<file path="src/rtl/button_stepper_pkg.sv">
// Shared types and constants for the button stepper.
//   stepper_state_t : debounce / fire / hold state encoding
//   STEP_CNT_W      : width of the emitted-step counter
//   max4            : helper used to size the shared timing counter
package stepper_pkg;

    typedef enum logic [2:0] {
        IDLE,
        PRESS_DB,
        FIRE,
        HELD,
        RELEASE_DB
    } stepper_state_t;

    localparam int unsigned STEP_CNT_W = 16;

    function automatic int unsigned max4(input int unsigned a, input int unsigned b,
                                         input int unsigned c, input int unsigned d);
        int unsigned m;
        m = a;
        if (b > m) m = b;
        if (c > m) m = c;
        if (d > m) m = d;
        return m;
    endfunction

endpackage

</file>
<file path="src/rtl/button_stepper_if.sv">
// Button-side bus of the stepper.
//   btn_in     : raw asynchronous button level (into the stepper)
//   step_pulse : fixed-width step pulse
//   step_count : total steps emitted, wraps
//   held       : button accepted and still held (FIRE/HELD)
//   repeating  : auto-repeat active
// slave is the stepper's view, master is the board/consumer view.
interface button_stepper_if;
    import stepper_pkg::*;

    logic                  btn_in;
    logic                  step_pulse;
    logic [STEP_CNT_W-1:0] step_count;
    logic                  held;
    logic                  repeating;

    modport master (
        output btn_in,
        input  step_pulse,
        input  step_count,
        input  held,
        input  repeating
    );

    modport slave (
        input  btn_in,
        output step_pulse,
        output step_count,
        output held,
        output repeating
    );

endinterface

</file>
<file path="src/rtl/button_stepper_input_synchronizer.sv">
// Multi-flop synchronizer for an asynchronous board input.
//   clk, reset : clock and synchronous active-high reset (flops clear to 0)
//   async_level: raw asynchronous level
//   sync_level : async_level delayed through STAGES flops
module input_synchronizer #(
    parameter int unsigned STAGES = 2
) (
    input  logic clk,
    input  logic reset,
    input  logic async_level,
    output logic sync_level
);

    logic [STAGES-1:0] sync_q;

    // Shift chain; bit 0 is the metastability-exposed flop.
    always_ff @(posedge clk) begin
        if (reset) begin
            sync_q <= '0;
        end else begin
            sync_q <= {sync_q[STAGES-2:0], async_level};
        end
    end

    assign sync_level = sync_q[STAGES-1];

endmodule

</file>
<file path="src/rtl/button_stepper.sv">
// Debounced push-button to fixed-width step pulses, with hold-to-repeat.
//   clk   : system clock
//   reset : synchronous reset, active-high
//   bus   : slave modport of button_stepper_if
//           (btn_in in; step_pulse, step_count, held, repeating out)
// All outputs are registered and depend only on state and counters.
module button_stepper
    import stepper_pkg::*;
#(
    parameter int unsigned SYNC_STAGES     = 2,
    parameter int unsigned DEBOUNCE_CYCLES = 1_000_000,
    parameter int unsigned PULSE_W         = 4,
    parameter int unsigned HOLD_CYCLES     = 50_000_000,
    parameter int unsigned REPEAT_CYCLES   = 25_000_000,
    parameter bit          REPEAT_EN       = 1'b1
) (
    input  logic             clk,
    input  logic             reset,
    button_stepper_if.slave  bus
);

    localparam int unsigned CNT_MAX = max4(DEBOUNCE_CYCLES, PULSE_W, HOLD_CYCLES, REPEAT_CYCLES);
    localparam int unsigned CNT_W   = (CNT_MAX > 1) ? $clog2(CNT_MAX) : 1;

    localparam logic [CNT_W-1:0] DB_LAST   = CNT_W'(DEBOUNCE_CYCLES - 1);
    localparam logic [CNT_W-1:0] PW_LAST   = CNT_W'(PULSE_W - 1);
    localparam logic [CNT_W-1:0] HOLD_LAST = CNT_W'(HOLD_CYCLES - 1);
    localparam logic [CNT_W-1:0] REP_LAST  = CNT_W'(REPEAT_CYCLES - 1);

    logic                  btn_s;
    stepper_state_t        state;
    logic [CNT_W-1:0]      cnt;
    logic [STEP_CNT_W-1:0] count_q;
    logic                  pulse_q;
    logic                  held_q;
    logic                  repeat_q;
    logic [CNT_W-1:0]      thr_last;

    input_synchronizer #(
        .STAGES (SYNC_STAGES)
    ) u_sync (
        .clk         (clk),
        .reset       (reset),
        .async_level (bus.btn_in),
        .sync_level  (btn_s)
    );

    // First auto-repeat waits the long hold time, later ones the shorter period.
    assign thr_last = repeat_q ? REP_LAST : HOLD_LAST;

    // Debounce / fire / hold state machine with its shared timing counter.
    always_ff @(posedge clk) begin
        if (reset) begin
            state    <= IDLE;
            cnt      <= '0;
            count_q  <= '0;
            pulse_q  <= 1'b0;
            held_q   <= 1'b0;
            repeat_q <= 1'b0;
        end else begin
            pulse_q <= (state == FIRE);
            held_q  <= (state == FIRE) || (state == HELD);

            case (state)
                IDLE: begin
                    if (btn_s) begin
                        state <= PRESS_DB;
                        cnt   <= '0;
                    end
                end

                PRESS_DB: begin
                    if (!btn_s) begin
                        state <= IDLE;
                    end else if (cnt == DB_LAST) begin
                        state   <= FIRE;
                        cnt     <= '0;
                        count_q <= count_q + 1'b1;
                    end else begin
                        cnt <= cnt + 1'b1;
                    end
                end

                // Button level is deliberately ignored so a pulse is never cut short.
                FIRE: begin
                    if (cnt == PW_LAST) begin
                        state <= HELD;
                        cnt   <= '0;
                    end else begin
                        cnt <= cnt + 1'b1;
                    end
                end

                HELD: begin
                    if (!btn_s) begin
                        state <= RELEASE_DB;
                        cnt   <= '0;
                    end else if (REPEAT_EN) begin
                        if (cnt == thr_last) begin
                            state    <= FIRE;
                            cnt      <= '0;
                            count_q  <= count_q + 1'b1;
                            repeat_q <= 1'b1;
                        end else begin
                            cnt <= cnt + 1'b1;
                        end
                    end
                end

                // A bounce back to 1 returns to HELD and restarts the hold timer.
                RELEASE_DB: begin
                    if (btn_s) begin
                        state <= HELD;
                        cnt   <= '0;
                    end else if (cnt == DB_LAST) begin
                        state    <= IDLE;
                        cnt      <= '0;
                        repeat_q <= 1'b0;
                    end else begin
                        cnt <= cnt + 1'b1;
                    end
                end

                default: begin
                    state <= IDLE;
                    cnt   <= '0;
                end
            endcase
        end
    end

    assign bus.step_pulse = pulse_q;
    assign bus.step_count = count_q;
    assign bus.held       = held_q;
    assign bus.repeating  = repeat_q;

endmodule

</file>
<file path="src/flat_wrapper.sv">
// flat-port wrapper written by rule: the top's interface ports become plain ports
module button_stepper_flat import stepper_pkg::*;
#(
    parameter int unsigned SYNC_STAGES     = 2,
    parameter int unsigned DEBOUNCE_CYCLES = 1_000_000,
    parameter int unsigned PULSE_W         = 4,
    parameter int unsigned HOLD_CYCLES     = 50_000_000,
    parameter int unsigned REPEAT_CYCLES   = 25_000_000,
    parameter bit          REPEAT_EN       = 1'b1
)
  (clk, reset, bus_btn_in, bus_step_pulse, bus_step_count, bus_held, bus_repeating);
  button_stepper_if bus_i ();
  input  logic clk;
  input  logic reset;
  input wire logic [$bits(bus_i.btn_in)-1:0] bus_btn_in;
  output wire logic [$bits(bus_i.step_pulse)-1:0] bus_step_pulse;
  output wire logic [$bits(bus_i.step_count)-1:0] bus_step_count;
  output wire logic [$bits(bus_i.held)-1:0] bus_held;
  output wire logic [$bits(bus_i.repeating)-1:0] bus_repeating;
  assign bus_i.btn_in = bus_btn_in;
  assign bus_step_pulse = bus_i.step_pulse;
  assign bus_step_count = bus_i.step_count;
  assign bus_held = bus_i.held;
  assign bus_repeating = bus_i.repeating;
  button_stepper #(.SYNC_STAGES(SYNC_STAGES), .DEBOUNCE_CYCLES(DEBOUNCE_CYCLES), .PULSE_W(PULSE_W), .HOLD_CYCLES(HOLD_CYCLES), .REPEAT_CYCLES(REPEAT_CYCLES), .REPEAT_EN(REPEAT_EN)) u_core (.clk(clk), .reset(reset), .bus(bus_i));
endmodule
</file>
<file path="config.mk">
export PLATFORM = sky130hd
export DESIGN_NAME = button_stepper_flat
export DESIGN_NICKNAME = d
export VERILOG_FILES = /design/src/rtl/button_stepper_pkg.sv /design/src/rtl/button_stepper_if.sv /design/src/rtl/button_stepper_input_synchronizer.sv /design/src/rtl/button_stepper.sv /design/src/flat_wrapper.sv
export SDC_FILE = /design/constraint.sdc
export NUM_CORES = 1
export LEC_CHECK = 0
export CORE_ASPECT_RATIO = 0.7
export CORE_MARGIN = 8
export CORE_UTILIZATION = 39
export CTS_CLUSTER_SIZE = 24
export DETAILED_ROUTE_END_ITERATION = 6
export GPL_ROUTABILITY_DRIVEN = 0
export PLACE_DENSITY = 0.66
export SLEW_MARGIN = 30
export SYNTH_ARGS = -nofsm -noshare
export SYNTH_HDL_FRONTEND = slang
export SYNTH_HIERARCHICAL = 1
export SYNTH_SLANG_ARGS = --single-unit
</file>
<file path="constraint.sdc">
create_clock -name clk -period 2.8 [get_ports clk]
set_input_delay 0.7 -clock clk [delete_from_list [all_inputs] [get_ports clk]]
set_output_delay 0.7 -clock clk [all_outputs]
set_load 0.05 [all_outputs]
</file>
### After elaboration in Yosys (flattened, before gate mapping)

Index checks and enable logic that the tools add are counted.

| word-level totals | value |
|---|---|
| register bits | 50 |
| bits of input ports | 3 |
| output and inout port bits | 19 |
| word-level logic and storage cells | 63 |

| cells by class | value |
|---|---|
| add/sub/neg operators | 2 |
| eq/ne operators | 18 |
| muxes and demuxes | 28 |
| reductions and logical operators | 8 |

Operators with widths:

| operator | count |
|---|---|
| 26-bit 2-to-1 mux | 8 |
| 26-bit case mux with 5 select lines | 1 |
| 16-bit 2-to-1 mux | 4 |
| 16-bit case mux with 2 select lines | 1 |
| 26-bit by 1-bit adder with 26-bit output (second input constant) | 1 |
| 26-bit by 2-bit equality test with 1-bit output (second input constant) | 1 |
| 26-bit by 20-bit equality test with 1-bit output (second input constant) | 1 |
| 26-bit equality test | 1 |
| 3-bit 2-to-1 mux | 8 |
| 16-bit by 1-bit adder with 16-bit output (second input constant) | 1 |
| 3-bit case mux with 5 select lines | 1 |
| 5-bit AND reduction | 3 |
| 2-bit inequality test (second input constant) | 6 |
| 3-bit by 2-bit equality test with 1-bit output (second input constant) | 2 |
| 3-bit by 2-bit inequality test with 1-bit output (second input constant) | 2 |
| 1-bit 2-to-1 mux | 4 |
| 2-bit by 1-bit inequality test with 1-bit output (second input constant) | 2 |
| 2-bit nonzero test | 2 |
| 3-bit by 1-bit equality test with 1-bit output (second input constant) | 1 |
| 3-bit equality test (second input constant) | 1 |
| 3-bit zero test | 1 |
| 3-bit inequality test (second input constant) | 1 |
| 1-bit case mux with 2 select lines | 1 |
| 2-bit AND reduction | 1 |
| 1-bit logical OR | 1 |

### Logic depth before layout (Yosys ltp)

Gate-level depths: netlist of the first run.

| depth | value |
|---|---|
| depth after elaboration | 5 |
| mapped depth | 8 |
| gate-level depth less buffers | 7 |

### By module

Netlist of the first run, hierarchy kept.

By module, submodules not included:

| module | times used | cells an instance | area an instance (um^2) | sequential area each (um^2) |
|---|---|---|---|---|
| button_stepper | 1 | 341 | 2,666.3 | 960.9 |
| input_synchronizer | 1 | 4 | 52.6 | 40.0 |

### Least setup slack after synthesis of the first run

Ideal clock, no wire load.

| timing | value |
|---|---|
| path type | reg2reg |
| start point | register u_core.cnt[6] |
| end point | register u_core.count_q[14] (netlist: u_core/bus.step_count[14]) |
| library setup time | 121 ps |
| data arrival time | 2,826 ps |
| required time | 2,679 ps |
| slack | -147 ps |
| cell stages (with the launch flop) | 9 |
| clock period less this slack | 2,947 ps |
| cells stage by stage | dfxtp_1 buf_6 or4_1 or4_4 or4_4 and2_4 buf_6 nor4_1 mux2_2 |

| on the way | value |
|---|---|
| longest elaborated chain between the ends | 3 |
| elaborated cells on any way between the ends | 5 |

RTL lines:

| item | RTL line | source |
|---|---|---|
| from (decl) | button_stepper.sv:32 | `logic [CNT_W-1:0] cnt;` |
| from (signal assigned) | button_stepper.sv:80 | `cnt <= cnt + 1'b1;` |
| from (signal assigned) | button_stepper.sv:90 | `cnt <= cnt + 1'b1;` |
| from (signal assigned) | button_stepper.sv:105 | `cnt <= cnt + 1'b1;` |
| 26-bit equality test / 26-bit by 20-bit equality test with 1-bit output (equally long branches) | button_stepper.sv:99, button_stepper.sv:75 |  |
| 2-bit inequality test (no source line) / 2-bit by 1-bit inequality test with 1-bit output (equally long branches) | -- |  |
| 5-bit AND reduction (no source line) * | -- |  |
| to (signal assigned) | button_stepper.sv:78 | `count_q <= count_q + 1'b1;` |
| to (signal assigned) | button_stepper.sv:102 | `count_q <= count_q + 1'b1;` |
| to (decl) | button_stepper.sv:33 | `logic [STEP_CNT_W-1:0] count_q;` |

Every way passes the cells marked *; elsewhere a longest branch is shown, timed or not.
A chain may end at the register's enable or synchronous reset.

### Worst setup path in the final report of the first run

| timing | value |
|---|---|
| start point | register u_core.cnt[11] |
| end point | register u_core.count_q[14] (netlist: u_core/bus.step_count[14]) |

The elaborated chain is that of the path after synthesis.

==> results of run 1 <==
registers in the layout, summed over array words and instances (netlist names):
name and flops:
u_core/bus.repeating 1, u_core/u_sync/sync_q 2, u_core/cnt 26, u_core/bus.step_count 16, u_core/state 3, u_core/bus.held 1, u_core/bus.step_pulse 1
kinds of logic (layout without fill, tap and decap cells):
logic type / count (synthesis) / after routing / share of synthesized area, %
xor gates and xnor gates: 12 / 12 / 3.87
AOI/OAI and AO/OA: 38 / 38 / 9.11
muxes: 17 / 17 / 6.58
adders and majority gates: 2 / 2 / 0.920
DFF: 50 / 50 / 36.8
and+or+nand+nor: 202 / 202 / 38.8
buffers and inverters: 24 / 59 / 3.87
report_power, final:
| part | total, mW | internal (mW) | switching, mW | leakage [nW] |
|---|---|---|---|---|
| clock | 0.628 | 0.381 | 0.246 | 0.0714 |
| combinational | 0.115 | 0.0373 | 0.0774 | 0.644 |
| sequential | 0.725 | 0.716 | 0.00877 | 0.404 |
critical path: stages, from the launching register on:
cell	delay, ns
dfxtp_1	0.32
or4_1	0.53
or4_4	0.53
or4_4	0.44
and2_4	0.20
nor4_2	0.23
mux2_2	0.36
synthesized netlist by cell type (2+ instances only):
cell type  instances  area share [%]
a21oi_1           12             2.2
a31o_2             2            0.64
and2_1             3            0.69
and3_1             2            0.46
and4_1             2            0.64
buf_6              2            0.83
clkbuf_1          17             2.3
dfxtp_1           50              37
ha_1               2            0.92
inv_1              5            0.69
mux2_2             7             2.9
mux2i_1           10             3.7
nand2_1           30             4.1
nand2b_1           4            0.92
nand3_1           22             4.0
nand4_1           15             3.5
nor2_1            49             6.8
nor2b_1            9             2.1
nor3_1            18             3.3
nor3b_1            2            0.55
nor4_1            24             5.5
o211ai_1           3            0.83
o21ai_0            8             1.5
o31ai_1            3            0.83
or3_1              7             1.6
or4_1              6             1.7
or4_4              2            0.83
xnor2_1            7             2.3
xor2_1             5             1.6
layout make-up:
class                           count  share of cell area, %
Sequential cell                    50                   30.2
Timing Repair Buffer               46                   12.2
Multi-Input combinational cell    271                   49.2
Clock buffer                        6                   2.49
Clock inverter                      2                   1.81
Inverter                            5                  0.565
Tap cell                           94                   3.54
layer usage:
layer	part of all wire, %	wire (µm)	track usage [%]	vias to the layer above
met5	0	0	0	-
met4	0.99	71	4.45	0
met3	7.0	499	3.16	7
met2	40	2890	19.5	83
met1	52	3710	22.8	1225
li1	-	-	-	1335
repair_timing:
action,4_1_cts,5_1_grt
gates resized for setup,0,3
endpoints found under the setup margin,0,6
hold buffers,0,0
path summary, 6_finish.rpt:
path / from / cells past startpoint / slack, ns / to
max: u_core/cnt[11]$_SDFFE_PP0P_ / 6 / 0.09 / u_core/bus.step_count[14]$_SDFFE_PP0P_
min: u_core/u_sync/sync_q[0]$_SDFF_PP0_ / 1 / 0.48 / u_core/u_sync/sync_q[1]$_SDFF_PP0_
max reg2reg: u_core/cnt[11]$_SDFFE_PP0P_ / 6 / 0.09 / u_core/bus.step_count[14]$_SDFFE_PP0P_
min reg2reg: u_core/u_sync/sync_q[0]$_SDFF_PP0_ / 1 / 0.48 / u_core/u_sync/sync_q[1]$_SDFF_PP0_
per-stage QoR:
step	util, %	setup slack (ns)
6_report	49.1	0.0889
4_1_cts	49.0	0.0449
3_3_place_gp	46.9	0.111
5_1_grt	49.1	0.00269
2_1_floorplan	-	0.0232
3_5_place_dp	46.9	0.0702
==> impl_metrics.toml, run 1 <==
[setup_path]
crit_fanout = 12
required_ns = 3.00
crit_type = "reg -> reg"
endpoint_kind = "flop"
critPathArrivalTime_ns = 2.91
critPathLaunchType = "flop"

[clock_tree]
clock_latency_ns = 0.30
clock-sinks = 50
post_cts_buffers = 0
cts_root_buf = "clkbuf_8"
cts_tree = "done"
clk_pin_slew_ns = 0.09
tritoncts.num_buffers = 5
cts_buffer_depth = 2
cts-htree-levels = 2

[sta]
fmax_mhz = 369
relSlewSlack_pct = 55.1
finClkSkew_ns = 0.00490
slew_violations = 0
worst_hold_slack_ns = 0.477
min_period_ns = 2.71
hold_viol = 0
fin_crit_sh_pct = 96.8
rsz0062_at_grt = "no"
setup_viol = 0
timing.setup.tns_ns = 0
worst_slew_pin_slew_ns = 0.671

[placement]
dp.final_hpwl_mm = 5.18
placedInstanceArea_mm2 = 0.00317
dp.cells = 466
port-buffer-count = 21

[synth]
async_reset_ff_share_pct = 0
syn_nets = 350
yosys_register_bits = 50
yosysSeqAreaShare_pct = 36.8
synth-edff-count = 0
yosysWarningCount = 6
synth.avg_cell_area_um2 = 7.88
synthCells = 345
synth_cell_type_count = 46
syn_area_mm2 = 0.00272
synth-main-ff-cell = "dfxtp_1"

[layout]
final_area_mm2 = 0.00332
area_delta_synth_final_pct = 22.1
diodes = 0
drive_gt1_share_pct = 14.5
fillCellCount = 681
final_cell_mix = "nor2_1 (49), dfxtp_1 (49), nand2_1 (30), buf_4 (24)"
fin_cells = 474
multi_input_area_mm2 = 0.00163
nets = 384
regArea_mm2 = 0.00100

[floorplanning]
die_h_um = 85.9
fp.coreArea_mm2 = 0.00676
die_w_um = 116
pin_count = 22
dieArea_mm2 = 0.00994
num_rows = 25
start_util_pct = 40.2

[power_and_ir_drop]
p_total_mw = 1.47
total_leakage_power_nw = 1.12
ir_worst_vdd_uv = 208
power_density_mw_per_mm2 = 442

[global_route]
antenna_found_initial = 0
grt_max_degree = 39
grt_usage_pct = 14.8
gr-total-overflow = 0
grt_pass1_vias = 2325
grt_pass1_wl_mm = 11.9

[detailed_routing]
vias = 2650
routed_wl_mm = 7.17
firstDrtPassIters = 5
vias_per_cell = 5.59
remaining_drc_errors = 0
routedWlPerCell_um = 15.1
ant_nets = 0
drtIter0Drc = 151

[job]
maxCapViolations = 0

[outcome]
status = "finished clean"

[min_path]
hold_class = "reg -> reg"
Note: power is estimated with default switching activity, not from simulation.
==> run 2: changes to the inputs <==
--- a/config.mk
+++ b/config.mk
@@ -11,7 +11,7 @@
 export CTS_CLUSTER_SIZE = 24
 export DETAILED_ROUTE_END_ITERATION = 6
 export GPL_ROUTABILITY_DRIVEN = 0
-export PLACE_DENSITY = 0.66
+export PLACE_DENSITY = 0.64
 export SLEW_MARGIN = 30
 export SYNTH_ARGS = -nofsm -noshare
 export SYNTH_HDL_FRONTEND = slang
==> constraint.sdc (replaced) <==
create_clock -name clk -period 2.6 [get_ports clk]
set_input_delay 0.65 -clock clk [delete_from_list [all_inputs] [get_ports clk]]
set_output_delay 0.65 -clock clk [all_outputs]
set_load 0.05 [all_outputs]
==> run 2 against run 1 <==
Net effect:
- the flow now finishes with violations (negative setup slack)
- clock power is 11% lower
- largest cell class unchanged
- highest routed layer unchanged
- critical path depth unchanged
- die area is the same
- register-to-register slack got worse by 0.16 ns
- cell area rose by 6.6%
- worst setup slack got worse by 0.16 ns
- utilization is 3.2 points higher
- first-iteration DRC count fell by 27%
- total power up 0.74%
- non-clock buffer count rose by 22
- final cell count up 4.9%
==> impl_metrics.toml, run 2 (synthesis gave the netlist of run 1 again) <==
[outcome]
status = "finished, violations left"
violations = "negative setup slack"

[detailed_routing]
firstDrtPassIters = 5
remaining_drc_errors = 0
routedWlPerCell_um = 14.8
ant_nets = 0
drtIter0Drc = 110
routed_wl_mm = 7.38
vias_per_cell = 5.41
vias = 2691

[global_route]
gr-total-overflow = 0
grt_max_degree = 35
grt_usage_pct = 14.8
grt_pass1_wl_mm = 12.0
antenna_found_initial = 0
grt_pass1_vias = 2329

[floorplanning]
fp.coreArea_mm2 = 0.00676
start_util_pct = 40.2
num_rows = 25
pin_count = 22
die_h_um = 85.9
die_w_um = 116
dieArea_mm2 = 0.00994

[layout]
finish.utilization_pct = 52.4
area_delta_synth_final_pct = 30.1
final_cell_mix = "nor2_1 (49), dfxtp_1 (48), buf_4 (43), nand2_1 (30)"
diodes = 0
drive_gt1_share_pct = 21.6
largest_reg_flops = 26
fillCellCount = 647
layout.cells.most_common = "nor2_1"
nets = 407
largest-register = "u_core/cnt"

[sta]
setup_ws_ns = -0.0711
fin_crit_sh_pct = 103
timing.setup.tns_ns = -0.457
setup_viol = 11
finClkSkew_ns = 0.00873
fmax_mhz = 374
rsz0062_at_grt = "yes"
worst_slew_pin_slew_ns = 0.724
min_period_ns = 2.67
relSlewSlack_pct = 51.5
worst_hold_slack_ns = 0.449
slew_violations = 0
hold_viol = 0

[clock_tree]
cts_tree = "done"
clk_pin_slew_ns = 0.10
tritoncts.num_buffers = 5
hold_buffers = 0
cts-htree-levels = 2
cts_root_buf = "clkbuf_8"
clock_latency_ns = 0.31
clock-sinks = 50
cts_buffer_depth = 2

[job]
maxCapViolations = 0

[placement]
dp.final_hpwl_mm = 5.20
pre_cts_ws_ns = -0.0367
port-buffer-count = 21

[min_path]
min_to = "u_core/u_sync/sync_q[1]$_SDFF_PP0_"
hp-start = "u_core/u_sync/sync_q[0]$_SDFF_PP0_"
min_path_cells = 1
hold_class = "reg -> reg"

[setup_path]
cp_cell_sequence = "or4_4, or4_4, or4_4, and2_4, or4_4, a21oi_2"
critPathMostFrequentCell = "or4_4"
r2r_cells = 6
required_ns = 2.84
endpoint_kind = "flop"
r2r-end = "u_core/bus.step_count[8]$_SDFFE_PP0P_"
crit_fanout = 5
critPathLaunchType = "flop"
critPathMaxStageDelay_ns = 0.53
crit_type = "reg -> reg"
critPathArrivalTime_ns = 2.91
regToRegStartpoint = "u_core/cnt[12]$_SDFFE_PP0P_"
critPathSlowestCell = "or4_4"
r2r_setup_slack_ns = -0.07

[power_and_ir_drop]
ir_worst_vdd_uv = 236
total_leakage_power_nw = 1.24
p_total_mw = 1.48
power_density_mw_per_mm2 = 418
## run 2: cell types whose count changed in the layout (fill, tap and decap cells not counted), sizes merged
cell and change:
buf +21, and2 +1, bufinv -1, clkbuf +1, clkinvlp +1
## run 2: layout make-up
type                            count  area, µm²  area share (%)
Clock inverter                      2       37.5            1.06
Timing Repair Buffer               68        596            16.8
Inverter                            5       18.8           0.530
Sequential cell                    50       1000            28.4
Clock buffer                        6       72.6            2.05
Multi-Input combinational cell    272       1690            47.8
Tap cell                           94        118            3.32
## run 2: stage by stage
| step | cell area, µm² | instances |
|---|---|---|
| 2_1_floorplan | 2740 | 345 |
| 3_3_place_gp | 3320 | 485 |
| 3_5_place_dp | 3320 | 485 |
| 4_1_cts | 3440 | 494 |
| 5_1_grt | 3540 | 497 |
| 6_report | 3540 | 497 |
## run 2: repair_timing
item                       CTS  global route
cloned                       1             1
pin swaps                    2             4
buffers inserted             0             2
setup endpoints to repair    9            41
resized for setup            1            15
## run 2: power by group
group | total [mW] | internal (mW) | switching, mW | leakage (nW)
Combinational | 0.139 | 0.0525 | 0.0866 | 0.780
Sequential | 0.779 | 0.771 | 0.00873 | 0.404
Clock | 0.559 | 0.288 | 0.272 | 0.0514
## run 2: per-layer routing
layer | vias to the layer above | GRT usage (%) | part of all wire (%)
met2 | 71 | 19.4 | 39
met1 | 1232 | 23.2 | 54
met5 | - | 0 | 0
met4 | 0 | 3.75 | 1.1
met3 | 11 | 3.09 | 6.0
li1 | 1377 | - | -
## run 2: how the worst max path moves through the flow
stage,from,endpoint,depth (start not counted)
final,u_core/cnt[12]$_SDFFE_PP0P_,u_core/bus.step_count[8]$_SDFFE_PP0P_,6
after global routing,u_core/cnt[12]$_SDFFE_PP0P_,u_core/bus.step_count[15]$_SDFFE_PP0P_,7
after CTS,u_core/cnt[12]$_SDFFE_PP0P_,u_core/bus.step_count[8]$_SDFFE_PP0P_,6
after detailed placement,u_core/cnt[11]$_SDFFE_PP0P_,u_core/bus.step_count[12]$_SDFFE_PP0P_,6
after global placement,u_core/cnt[11]$_SDFFE_PP0P_,u_core/bus.step_count[14]$_SDFFE_PP0P_,6
after floorplan,u_core/cnt[11]$_SDFFE_PP0P_,u_core/bus.step_count[12]$_SDFFE_PP0P_,7
## run 2: worst max-delay path, delay by kind of cell, from the launching register on
kind | cells | cell delay, ns
flops | 1 | 0.33
simple gates | 5 | 2.15
compound gates | 1 | 0.13
==> run 3: changes to the inputs <==
--- a/config.mk
+++ b/config.mk
@@ -11,7 +11,6 @@
 export CTS_CLUSTER_SIZE = 24
 export DETAILED_ROUTE_END_ITERATION = 6
 export GPL_ROUTABILITY_DRIVEN = 0
-export PLACE_DENSITY = 0.64
 export SLEW_MARGIN = 30
 export SYNTH_ARGS = -nofsm -noshare
 export SYNTH_HDL_FRONTEND = slang
==> run 3 against run 2 <==
Net effect:
- the run still ends with negative setup slack left
- largest cell class unchanged
- final cell count increased by 0.20%
- total power increased by 0.43%
- critical endpoint is now u_core/bus.step_count[9]$_SDFFE_PP0P_
- cell area decreased by 0.74%
- combinational power increased by 11%
- clock-buffer cell count increased by 1
- sequential power about the same
- largest power group unchanged
- non-clock buffer count increased by 2
- critical path depth increased by 1
- clock power decreased by 2%
- global-route usage increased by 0.64 points
==> impl_metrics.toml, run 3 (synthesis gave the netlist of run 1 again) <==
[detailed_routing]
vias_per_cell = 5.41
ant_nets = 0
firstDrtPassIters = 4
routedWlPerCell_um = 15.1
remaining_drc_errors = 0
routed_wl_mm = 7.52
vias = 2692
drtIter0Drc = 153

[setup_path]
required_ns = 2.79
critPathArrivalTime_ns = 2.85
regToRegStartpoint = "u_core/cnt[11]$_SDFFE_PP0P_"
critPathLaunchType = "flop"
r2r-end = "u_core/bus.step_count[9]$_SDFFE_PP0P_"
crit_fanout = 5
r2r_cells = 7
endpoint_kind = "flop"
r2r_setup_slack_ns = -0.05
crit_type = "reg -> reg"

[outcome]
violations = "negative setup slack"
status = "finished, violations left"

[layout]
final_cell_mix = "nor2_1 (49), dfxtp_1 (48), buf_4 (46), nand2_1 (30), nand3_1 (22)"
largest-register = "u_core/cnt"
finish.utilization_pct = 52.0
area_delta_synth_final_pct = 29.2
diodes = 0
nets = 408
largest_reg_flops = 26
layout.cells.most_common = "nor2_1"
drive_gt1_share_pct = 20.3
final_area_mm2 = 0.00351
fillCellCount = 689

[clock_tree]
clock_latency_ns = 0.30
cts_root_buf = "clkbuf_8"
cts-htree-levels = 2
clock-sinks = 50
cts_tree = "done"
cts_buffer_depth = 2
tritoncts.num_buffers = 5
clk_pin_slew_ns = 0.09

[power_and_ir_drop]
seqPwrFrac_pct = 52.5
p_sw_share_pct = 24.4
power_density_mw_per_mm2 = 423
combPwrFrac_pct = 10.4
clkPwrFrac_pct = 37.1
power.switching_mw = 0.363
total_leakage_power_nw = 1.25
ir_worst_vdd_uv = 217
p_int_mw = 1.12

[global_route]
grt_max_degree = 35
grt_pass1_vias = 2471
grt_usage_pct = 15.5
gr-total-overflow = 0
antenna_found_initial = 0
grt_pass1_wl_mm = 12.4

[floorplanning]
num_rows = 25
fp.coreArea_mm2 = 0.00676
die_h_um = 85.9
dieArea_mm2 = 0.00994
start_util_pct = 40.2
pin_count = 22
die_w_um = 116

[job]
maxCapViolations = 0

[sta]
relSlewSlack_pct = 56.1
setup_viol = 9
fin_crit_sh_pct = 102
finClkSkew_ns = 0.00570
rsz0062_at_grt = "yes"
hold_viol = 0
fmax_mhz = 377
setup_ws_ns = -0.0519
slew_violations = 0
worst_slew_pin_slew_ns = 0.659
min_period_ns = 2.65

[placement]
placedInstanceArea_mm2 = 0.00331
dp.final_hpwl_mm = 5.48
port-buffer-count = 21
pre_cts_ws_ns = -0.0484

[min_path]
hold_class = "reg -> reg"
min_path_cells = 1
hp-start = "u_core/u_sync/sync_q[0]$_SDFF_PP0_"
min_to = "u_core/u_sync/sync_q[1]$_SDFF_PP0_"
run 3: cell types whose count changed in the layout (fill, tap and decap cells not counted), sizes merged:
cell / previous run / this run
clkbuf: 7 / 8
buf: 47 / 49
and2: 5 / 4
clkinvlp: 1 / 0
run 3: routing by layer:
metal  track usage [%]  part of all wire, %
met1              23.6                   54
met2              20.8                   40
met3              3.30                  5.4
met4              4.10                 0.61
met5                 0                    0
run 3: final cells by class:
class	count	area, µm²	share of cell area [%]
multi-input cells	271	1660	47.2
flip-flops and latches	50	1000	28.6
repair buffers	70	607	17.3
well taps	94	118	3.35
clock buffers	7	76.3	2.17
clock inverters	1	30.0	0.855
inverters	5	18.8	0.534
run 3: how the worst max path moves through the flow:
stage | start | end | slack, ns
2_1_floorplan | u_core/cnt[11]$_SDFFE_PP0P_ | u_core/bus.step_count[12]$_SDFFE_PP0P_ | -0.09
6_report | u_core/cnt[11]$_SDFFE_PP0P_ | u_core/bus.step_count[9]$_SDFFE_PP0P_ | -0.05
5_1_grt | u_core/cnt[11]$_SDFFE_PP0P_ | u_core/bus.step_count[9]$_SDFFE_PP0P_ | -0.13
3_3_place_gp | u_core/cnt[11]$_SDFFE_PP0P_ | u_core/bus.step_count[9]$_SDFFE_PP0P_ | -0.01
4_1_cts | u_core/cnt[11]$_SDFFE_PP0P_ | u_core/bus.step_count[12]$_SDFFE_PP0P_ | -0.05
3_5_place_dp | u_core/cnt[11]$_SDFFE_PP0P_ | u_core/bus.step_count[15]$_SDFFE_PP0P_ | -0.05
run 3: repair_timing:
action	4_1_cts	5_1_grt
hold endpoints to repair	0	0
gates resized for setup	4	9
pin swaps	0	2
cloned	0	2
setup buffers	1	2
endpoints found under the setup margin	10	36
hold buffers	0	0
run 3: worst max-delay path: stages, from the launching register on:
cell,delay (ns)
dfxtp_2,0.33
or4_1,0.51
or4_4,0.53
or4_4,0.47
a21oi_4,0.16
buf_4,0.15
nand4_1,0.10
mux2_2,0.29
run 3: power groups by stage:
stage	Clock (mW)	Combinational (mW)	Sequential, mW
floorplan	0	0.0799	0.798
global placement	0	0.122	0.797
detailed placement	0	0.124	0.797
CTS	0.565	0.126	0.779
global route	0.603	0.168	0.781
finish	0.550	0.154	0.780
run 3: stage by stage:
| step | hold WS (ns) | TNS, ns | instances | power [mW] |
|---|---|---|---|---|
| finish | 0.454 | -0.313 | 498 | 1.48 |
| global route | 0.475 | -1.15 | 498 | 1.55 |
| CTS | 0.460 | -0.314 | 494 | 1.47 |
| detailed placement | 0.438 | -0.165 | 485 | 0.921 |
| global placement | 0.421 | -0.0243 | 485 | 0.919 |
| floorplan | 0.414 | -0.425 | 345 | 0.878 |
